`src/rtl/hazard_scoreboard_if.sv`:
```
// Hazard scoreboard bundle: ID-stage instruction description going in,
// stall decision and statistics coming back out.
interface hazard_scoreboard_if #(
    parameter int NREG  = 8,
    parameter int DEPTH = 3,
    parameter int CNT_W = 16
);
    localparam int REG_W = (NREG > 1) ? $clog2(NREG) : 1;
    localparam int INF_W = $clog2(DEPTH + 1);

    logic             id_valid;
    logic             src1_vld;
    logic             src2_vld;
    logic [REG_W-1:0] src1;
    logic [REG_W-1:0] src2;
    logic             early;
    logic             dst_vld;
    logic [REG_W-1:0] dst;
    logic             is_load;
    logic             mem_stall;
    logic             flush;
    logic             stall;
    logic [CNT_W-1:0] stall_cnt;
    logic [INF_W-1:0] inflight;

    // Pipeline control side: describes the ID instruction, receives the stall.
    modport master (
        output id_valid, src1_vld, src2_vld, src1, src2, early,
               dst_vld, dst, is_load, mem_stall, flush,
        input  stall, stall_cnt, inflight
    );

    // Scoreboard side.
    modport slave (
        input  id_valid, src1_vld, src2_vld, src1, src2, early,
               dst_vld, dst, is_load, mem_stall, flush,
        output stall, stall_cnt, inflight
    );
endinterface

```
`src/rtl/hazard_scoreboard.sv`:
```
// Data-hazard scoreboard for an in-order pipeline. Tracks the destination
// register of every instruction past ID and raises a combinational stall
// when the ID instruction reads a value that cannot be forwarded in time.
module hazard_scoreboard #(
    parameter int NREG   = 8,
    parameter int DEPTH  = 3,
    parameter int FWD_EN = 1,
    parameter int CNT_W  = 16
) (
    input  logic               clk,
    input  logic               rst,
    hazard_scoreboard_if.slave sb
);
    localparam int REG_W = (NREG > 1) ? $clog2(NREG) : 1;
    localparam int INF_W = $clog2(DEPTH + 1);

    // Slot 0 is the youngest (ID/EX); slot DEPTH-1 is the oldest tracked stage.
    logic [DEPTH-1:0] r_v;
    logic [DEPTH-1:0] r_ld;
    logic [REG_W-1:0] r_dst [DEPTH];
    logic [CNT_W-1:0] r_stall_cnt;
    logic [INF_W-1:0] r_inflight;

    logic [DEPTH-1:0] w_v_next;
    logic [DEPTH-1:0] w_ld_next;
    logic [REG_W-1:0] w_dst_next [DEPTH];
    logic [INF_W-1:0] w_inflight_next;
    logic [DEPTH-1:0] w_match;
    logic             w_hz;
    logic             w_stall;

    // Per-slot source/destination comparison; one hit per slot no matter how
    // many sources match, so duplicates never add extra stall cycles.
    generate
        for (genvar gi = 0; gi < DEPTH; gi++) begin : g_match
            assign w_match[gi] = r_v[gi] &&
                                 ((sb.src1_vld && (sb.src1 == r_dst[gi])) ||
                                  (sb.src2_vld && (sb.src2 == r_dst[gi])));
        end
    endgenerate

    // Hazard rule: with forwarding only loads (and, for ID-resolved
    // instructions, anything still in EX) block; without forwarding every
    // tracked producer blocks until it has written the register file.
    always_comb begin
        w_hz = 1'b0;
        if (FWD_EN != 0) begin
            if (sb.early) begin
                w_hz = w_match[0] | (w_match[1] & r_ld[1]);
            end else begin
                w_hz = w_match[0] & r_ld[0];
            end
        end else begin
            w_hz = |w_match;
        end
    end

    // A frozen or squashed ID instruction never requests a bubble.
    assign w_stall = sb.id_valid && !sb.flush && !sb.mem_stall && w_hz;

    // Next slot contents: hold on memory stall, otherwise shift and insert
    // either a bubble (hazard) or the ID instruction's destination.
    always_comb begin
        w_v_next   = r_v;
        w_ld_next  = r_ld;
        w_dst_next = r_dst;
        if (!sb.mem_stall) begin
            for (int k = DEPTH - 1; k >= 1; k--) begin
                w_v_next[k]   = r_v[k-1];
                w_ld_next[k]  = r_ld[k-1];
                w_dst_next[k] = r_dst[k-1];
            end
            if (w_stall) begin
                w_v_next[0] = 1'b0;
            end else begin
                w_v_next[0]   = sb.id_valid && sb.dst_vld && !sb.flush;
                w_ld_next[0]  = sb.is_load;
                w_dst_next[0] = sb.dst;
            end
        end
    end

    // Population count of the next slot state, so the registered count
    // always agrees with the slots it describes.
    always_comb begin
        w_inflight_next = '0;
        for (int k = 0; k < DEPTH; k++) begin
            w_inflight_next = w_inflight_next + INF_W'(w_v_next[k]);
        end
    end

    // Slot, counter and occupancy registers; reset wipes every pending hazard.
    always_ff @(posedge clk) begin
        if (rst) begin
            r_v         <= '0;
            r_ld        <= '0;
            r_dst       <= '{default: '0};
            r_stall_cnt <= '0;
            r_inflight  <= '0;
        end else begin
            r_v        <= w_v_next;
            r_ld       <= w_ld_next;
            r_dst      <= w_dst_next;
            r_inflight <= w_inflight_next;
            if (w_stall && (r_stall_cnt != '1)) begin
                r_stall_cnt <= r_stall_cnt + 1'b1;
            end
        end
    end

    assign sb.stall     = w_stall;
    assign sb.stall_cnt = r_stall_cnt;
    assign sb.inflight  = r_inflight;
endmodule

```
`src/flat_wrapper.sv`:
```
// flat-port wrapper written by rule: the top's interface ports become plain ports
module hazard_scoreboard_flat 
#(
    parameter int NREG   = 8,
    parameter int DEPTH  = 3,
    parameter int FWD_EN = 1,
    parameter int CNT_W  = 16
)
  (clk, rst, sb_id_valid, sb_src1_vld, sb_src2_vld, sb_src1, sb_src2, sb_early, sb_dst_vld, sb_dst, sb_is_load, sb_mem_stall, sb_flush, sb_stall, sb_stall_cnt, sb_inflight);
  hazard_scoreboard_if #(.NREG(NREG), .DEPTH(DEPTH), .CNT_W(CNT_W)) sb_i ();
  input  logic clk;
  input  logic rst;
  input wire logic [$bits(sb_i.id_valid)-1:0] sb_id_valid;
  input wire logic [$bits(sb_i.src1_vld)-1:0] sb_src1_vld;
  input wire logic [$bits(sb_i.src2_vld)-1:0] sb_src2_vld;
  input wire logic [$bits(sb_i.src1)-1:0] sb_src1;
  input wire logic [$bits(sb_i.src2)-1:0] sb_src2;
  input wire logic [$bits(sb_i.early)-1:0] sb_early;
  input wire logic [$bits(sb_i.dst_vld)-1:0] sb_dst_vld;
  input wire logic [$bits(sb_i.dst)-1:0] sb_dst;
  input wire logic [$bits(sb_i.is_load)-1:0] sb_is_load;
  input wire logic [$bits(sb_i.mem_stall)-1:0] sb_mem_stall;
  input wire logic [$bits(sb_i.flush)-1:0] sb_flush;
  output wire logic [$bits(sb_i.stall)-1:0] sb_stall;
  output wire logic [$bits(sb_i.stall_cnt)-1:0] sb_stall_cnt;
  output wire logic [$bits(sb_i.inflight)-1:0] sb_inflight;
  assign sb_i.id_valid = sb_id_valid;
  assign sb_i.src1_vld = sb_src1_vld;
  assign sb_i.src2_vld = sb_src2_vld;
  assign sb_i.src1 = sb_src1;
  assign sb_i.src2 = sb_src2;
  assign sb_i.early = sb_early;
  assign sb_i.dst_vld = sb_dst_vld;
  assign sb_i.dst = sb_dst;
  assign sb_i.is_load = sb_is_load;
  assign sb_i.mem_stall = sb_mem_stall;
  assign sb_i.flush = sb_flush;
  assign sb_stall = sb_i.stall;
  assign sb_stall_cnt = sb_i.stall_cnt;
  assign sb_inflight = sb_i.inflight;
  hazard_scoreboard #(.NREG(NREG), .DEPTH(DEPTH), .FWD_EN(FWD_EN), .CNT_W(CNT_W)) u_core (.clk(clk), .rst(rst), .sb(sb_i));
endmodule
```
`config.mk`:
```
export PLATFORM = sky130hd
export DESIGN_NAME = hazard_scoreboard_flat
export DESIGN_NICKNAME = d
export VERILOG_FILES = /design/src/rtl/hazard_scoreboard_if.sv /design/src/rtl/hazard_scoreboard.sv /design/src/flat_wrapper.sv
export SDC_FILE = /design/constraint.sdc
export NUM_CORES = 1
export LEC_CHECK = 0
export ABC_AREA = 1
export BUFFER_PORTS_ARGS = -buffer_cell sky130_fd_sc_hd__clkbuf_2
export CAP_MARGIN = 20
export CORE_AREA = 2 2 52 102
export DETAILED_ROUTE_END_ITERATION = 10
export DIE_AREA = 0 0 54 104
export HOLD_SLACK_MARGIN = 0.08
export PLACE_DENSITY = 0.66
export SYNTH_ARGS = -nofsm -noshare
export SYNTH_HDL_FRONTEND = slang
export SYNTH_SLANG_ARGS = --single-unit
```
`constraint.sdc`:
```
create_clock -name clk -period 1.55 [get_ports clk]
set_input_delay 0.155 -clock clk [delete_from_list [all_inputs] [get_ports clk]]
set_output_delay 0.155 -clock clk [all_outputs]
set_load 0.02 [all_outputs]
```
==> results_dict.tcl <==
set metrics [dict create \
    r2r_cells 12 \
    final_core_util 0.524 \
    finalWorstSetupSlack_ps -116 \
    synthTopCellsByArea "dfxtp_1 (31%), nand2_1 (16%), nor2_1 (8.2%)" \
    clockPowerShare 0.388 \
    reg2reg_slack_ps -120 \
    path_max_fanout 4 \
    total_leakage_power_uw 0.00120 \
    hold_violations 0 \
    swShare 0.253 \
    ios 38 \
    drc 0 \
    power_uw 1610 \
    reg2reg_from "u_core.r_dst[6]" \
    worstReg2RegEnd "u_core.sb.inflight[0]" \
    maxSlewHeadroom 0.770 \
    start_util 0.385 \
    seq_power_share 0.486 \
    synthFlopType "dfxtp_1" \
    grt_pass1_vias 1935 \
    numCtsBuffers 5 \
    drv_slew 0 \
    setup_viol 14 \
    drive_gt1_frac 0.390 \
    cts_tree "built" \
    vias 2020 \
    maxCapViolations 0 \
    synthArstFlopShare 0 \
    status "finished with violations" \
    drtIter0Drc 38 \
    path_clk_slew_ps 60 \
    clk-insertion-delay-late_ps 280 \
    min_to "u_core.r_dst[7]" \
    ir_drop_mv 0.779 \
    yosysMostFrequentCell "nand2_1" \
    io_buffers 37 \
    internal_power_uw 1200 \
    whs_ps 178 \
    nets 365 \
    track_usage 0.203 \
    cp_common_cell "nand2_1" \
    path_class "flip-flop to flip-flop" \
    pwr-share-comb 0.126 \
    dieWidth_microns 54 \
    synth.largest_area_cell "dfxtp_1" \
    min_from "sb_dst[1]" \
    synth_top_area_frac 0.310 \
    hold_class "primary input to flip-flop" \
    period_needed_ps 1670 \
    seqCellArea_sq_um 596 \
    post_drt_via_cell_ratio 5.04 \
    worst_slew_pin_slew_ps 341 \
    cpPeakStageDelay_ps 520 \
    ys_warn_count 0 \
    placed_cell_area_sq_um 2280 \
    cpLargestDelayFamily "adder cells" \
    min_path_cells 5 \
    finalClockSkew_ps 3.63 \
    fp-row-count 36 \
    antenna_cells 0 \
    slowest_stage "fa_2" \
    timing.setup.tns_ps -622 \
    drtAntennaViolNets 0 \
    dieArea_sq_um 5620 \
    clock_sinks 29 \
    synthTopCellsByCount "nand2_1 (81), nor2_1 (41), dfxtp_1 (29)" \
    syn_avg_cell_area_sq_um 6.75 \
    rsz0062_at_grt "true" \
    cts_root_buffer "clkbuf_8" \
    ys_seq_area_frac 0.310 \
    postCtsHoldBufs 0 \
    antenna_found_initial 0 \
    crit_required_ps 1720 \
    place_hpwl_microns 3890 \
    critPathArrivalTime_ps 1830 \
    ys_types 32 \
    crit_buf_inv 2 \
    synth_fp_nets 298 \
    path_cells "inv_2 -> nand2_1 -> nand2_1 -> nor2_1 -> nand2_1 -> nand2_1 -> nand2_2 -> nand2_4 -> o22ai_2 -> inv_2 -> fa_2 -> nor2_1" \
    syn_inst 277 \
    period_share 1.07 \
    htree_levels 2 \
    grt_max_degree 20 \
    p_per_area_nw_per_um2 633 \
    end_kind "flip-flop" \
    setup.worst_path.start_class "flip-flop" \
    core_area_sq_um 4860 \
    ys_ff_latch 29 \
    drt_pass1_iterations 4 \
    grt_pass1_wl_microns 8420 \
    wl_microns 5260 \
    fillers 518 \
    failed_checks "negative setup slack" \
    timing.fmax_mhz 600 \
    synthToLayoutAreaGrowth_pct 36.2 \
    place_congestion 0.933 \
    die_h_microns 104 \
    multi_input_area_sq_um 1230 \
    synth_edf_count 0 \
    synthesis.area_sq_um 1870 \
    route.detailed.wl_per_inst_microns 13.1 \
    p_sw_uw 408 \
    final_cell_area_sq_um 2550 \
    clockBufferDepth 2 \
    overflow 0 \
]
[flip-flops by register name, summed over array words and instances (netlist names)]
signal               count
u_core.sb.inflight       2
u_core.sb.stall_cnt     16
u_core.r_v               3
u_core.r_ld              2
u_core.r_dst             6
[kinds of logic after synthesis]
group / synth area share
AO/OA/AOI/OAI: 0.0863
XOR/XNOR: 0.0468
adder cells (fa/ha/maj): 0.0174
buffers and inverters: 0.0916
flip-flops: 0.310
multiplexers: 0.00535
AND/OR/NAND/NOR: 0.442
[worst max-delay path by stage]
stage,start,end,slack [ps],cells after the start
6_report,u_core.r_dst[6],u_core.sb.inflight[0],-120,12
4_1_cts,u_core.r_dst[4],u_core.sb.inflight[0],-120,11
3_5_place_dp,sb_src1[0],u_core.sb.stall_cnt[3],-120,13
2_1_floorplan,u_core.r_dst[3],u_core.sb.inflight[0],-40,12
3_3_place_gp,sb_src1[0],u_core.sb.inflight[0],-100,13
5_1_grt,u_core.r_dst[6],u_core.sb.inflight[0],-240,12
[per-layer routing]
metal / global-route usage / share of wire / vias to the layer above
met2: 0.379 / 0.59 / 53
li1: - / - / 1026
met3: 0.0259 / 0.034 / 18
met4: 0.120 / 0.048 / 0
met1: 0.189 / 0.33 / 923
met5: 0 / 0 / -
[worst min-delay path, delay by kind of cell]
kind	cells	cell delay [ps]
buf+inv	2	120
simple gates	3	160
[layout make-up]
cell class / count / area share
clock buffers: 7 / 0.0339
multi-input cells: 211 / 0.482
inverters: 30 / 0.0452
flip-flops and latches: 29 / 0.234
well taps: 57 / 0.0280
repair buffers: 67 / 0.177
[what timing repair did]
action	in CTS	in global routing
setup buffers	2	2
setup endpoints to repair	21	19
cloned	2	0
pin swaps	5	11
resized for setup	16	20
[cells in the final DEF, fill, tap and decap left out, drive strengths merged]
| cell | count |
|---|---|
| nand2 | 89 |
| nor2 | 45 |
| clkbuf | 43 |
| buf | 31 |
| inv | 30 |
| dfxtp | 29 |
| a21oi | 19 |
| nand4 | 17 |
| nand3 | 16 |
| o21ai | 6 |
| xor2 | 6 |
| xnor2 | 4 |
| nor3 | 3 |
| and3 | 1 |
| nor3b | 1 |
| o22ai | 1 |
| mux2i | 1 |
| fa | 1 |
| ha | 1 |
[metrics by stage]
stage / worst slack (ps) / std cells
3_3_place_gp: -98.3 / 388
2_1_floorplan: -43.7 / 277
3_5_place_dp: -125 / 388
5_1_grt: -243 / 401
6_report: -116 / 401
4_1_cts: -116 / 399
[power by group through the flow]
stage / Sequential (uW) / Combinational (uW) / Clock, uW
floorplan: 802 / 109 / 0
global route: 786 / 228 / 674
detailed placement: 800 / 188 / 0
CTS: 783 / 197 / 644
global placement: 799 / 186 / 0
finish: 783 / 203 / 625
No activity file was read; power rests on OpenSTA's default activity.
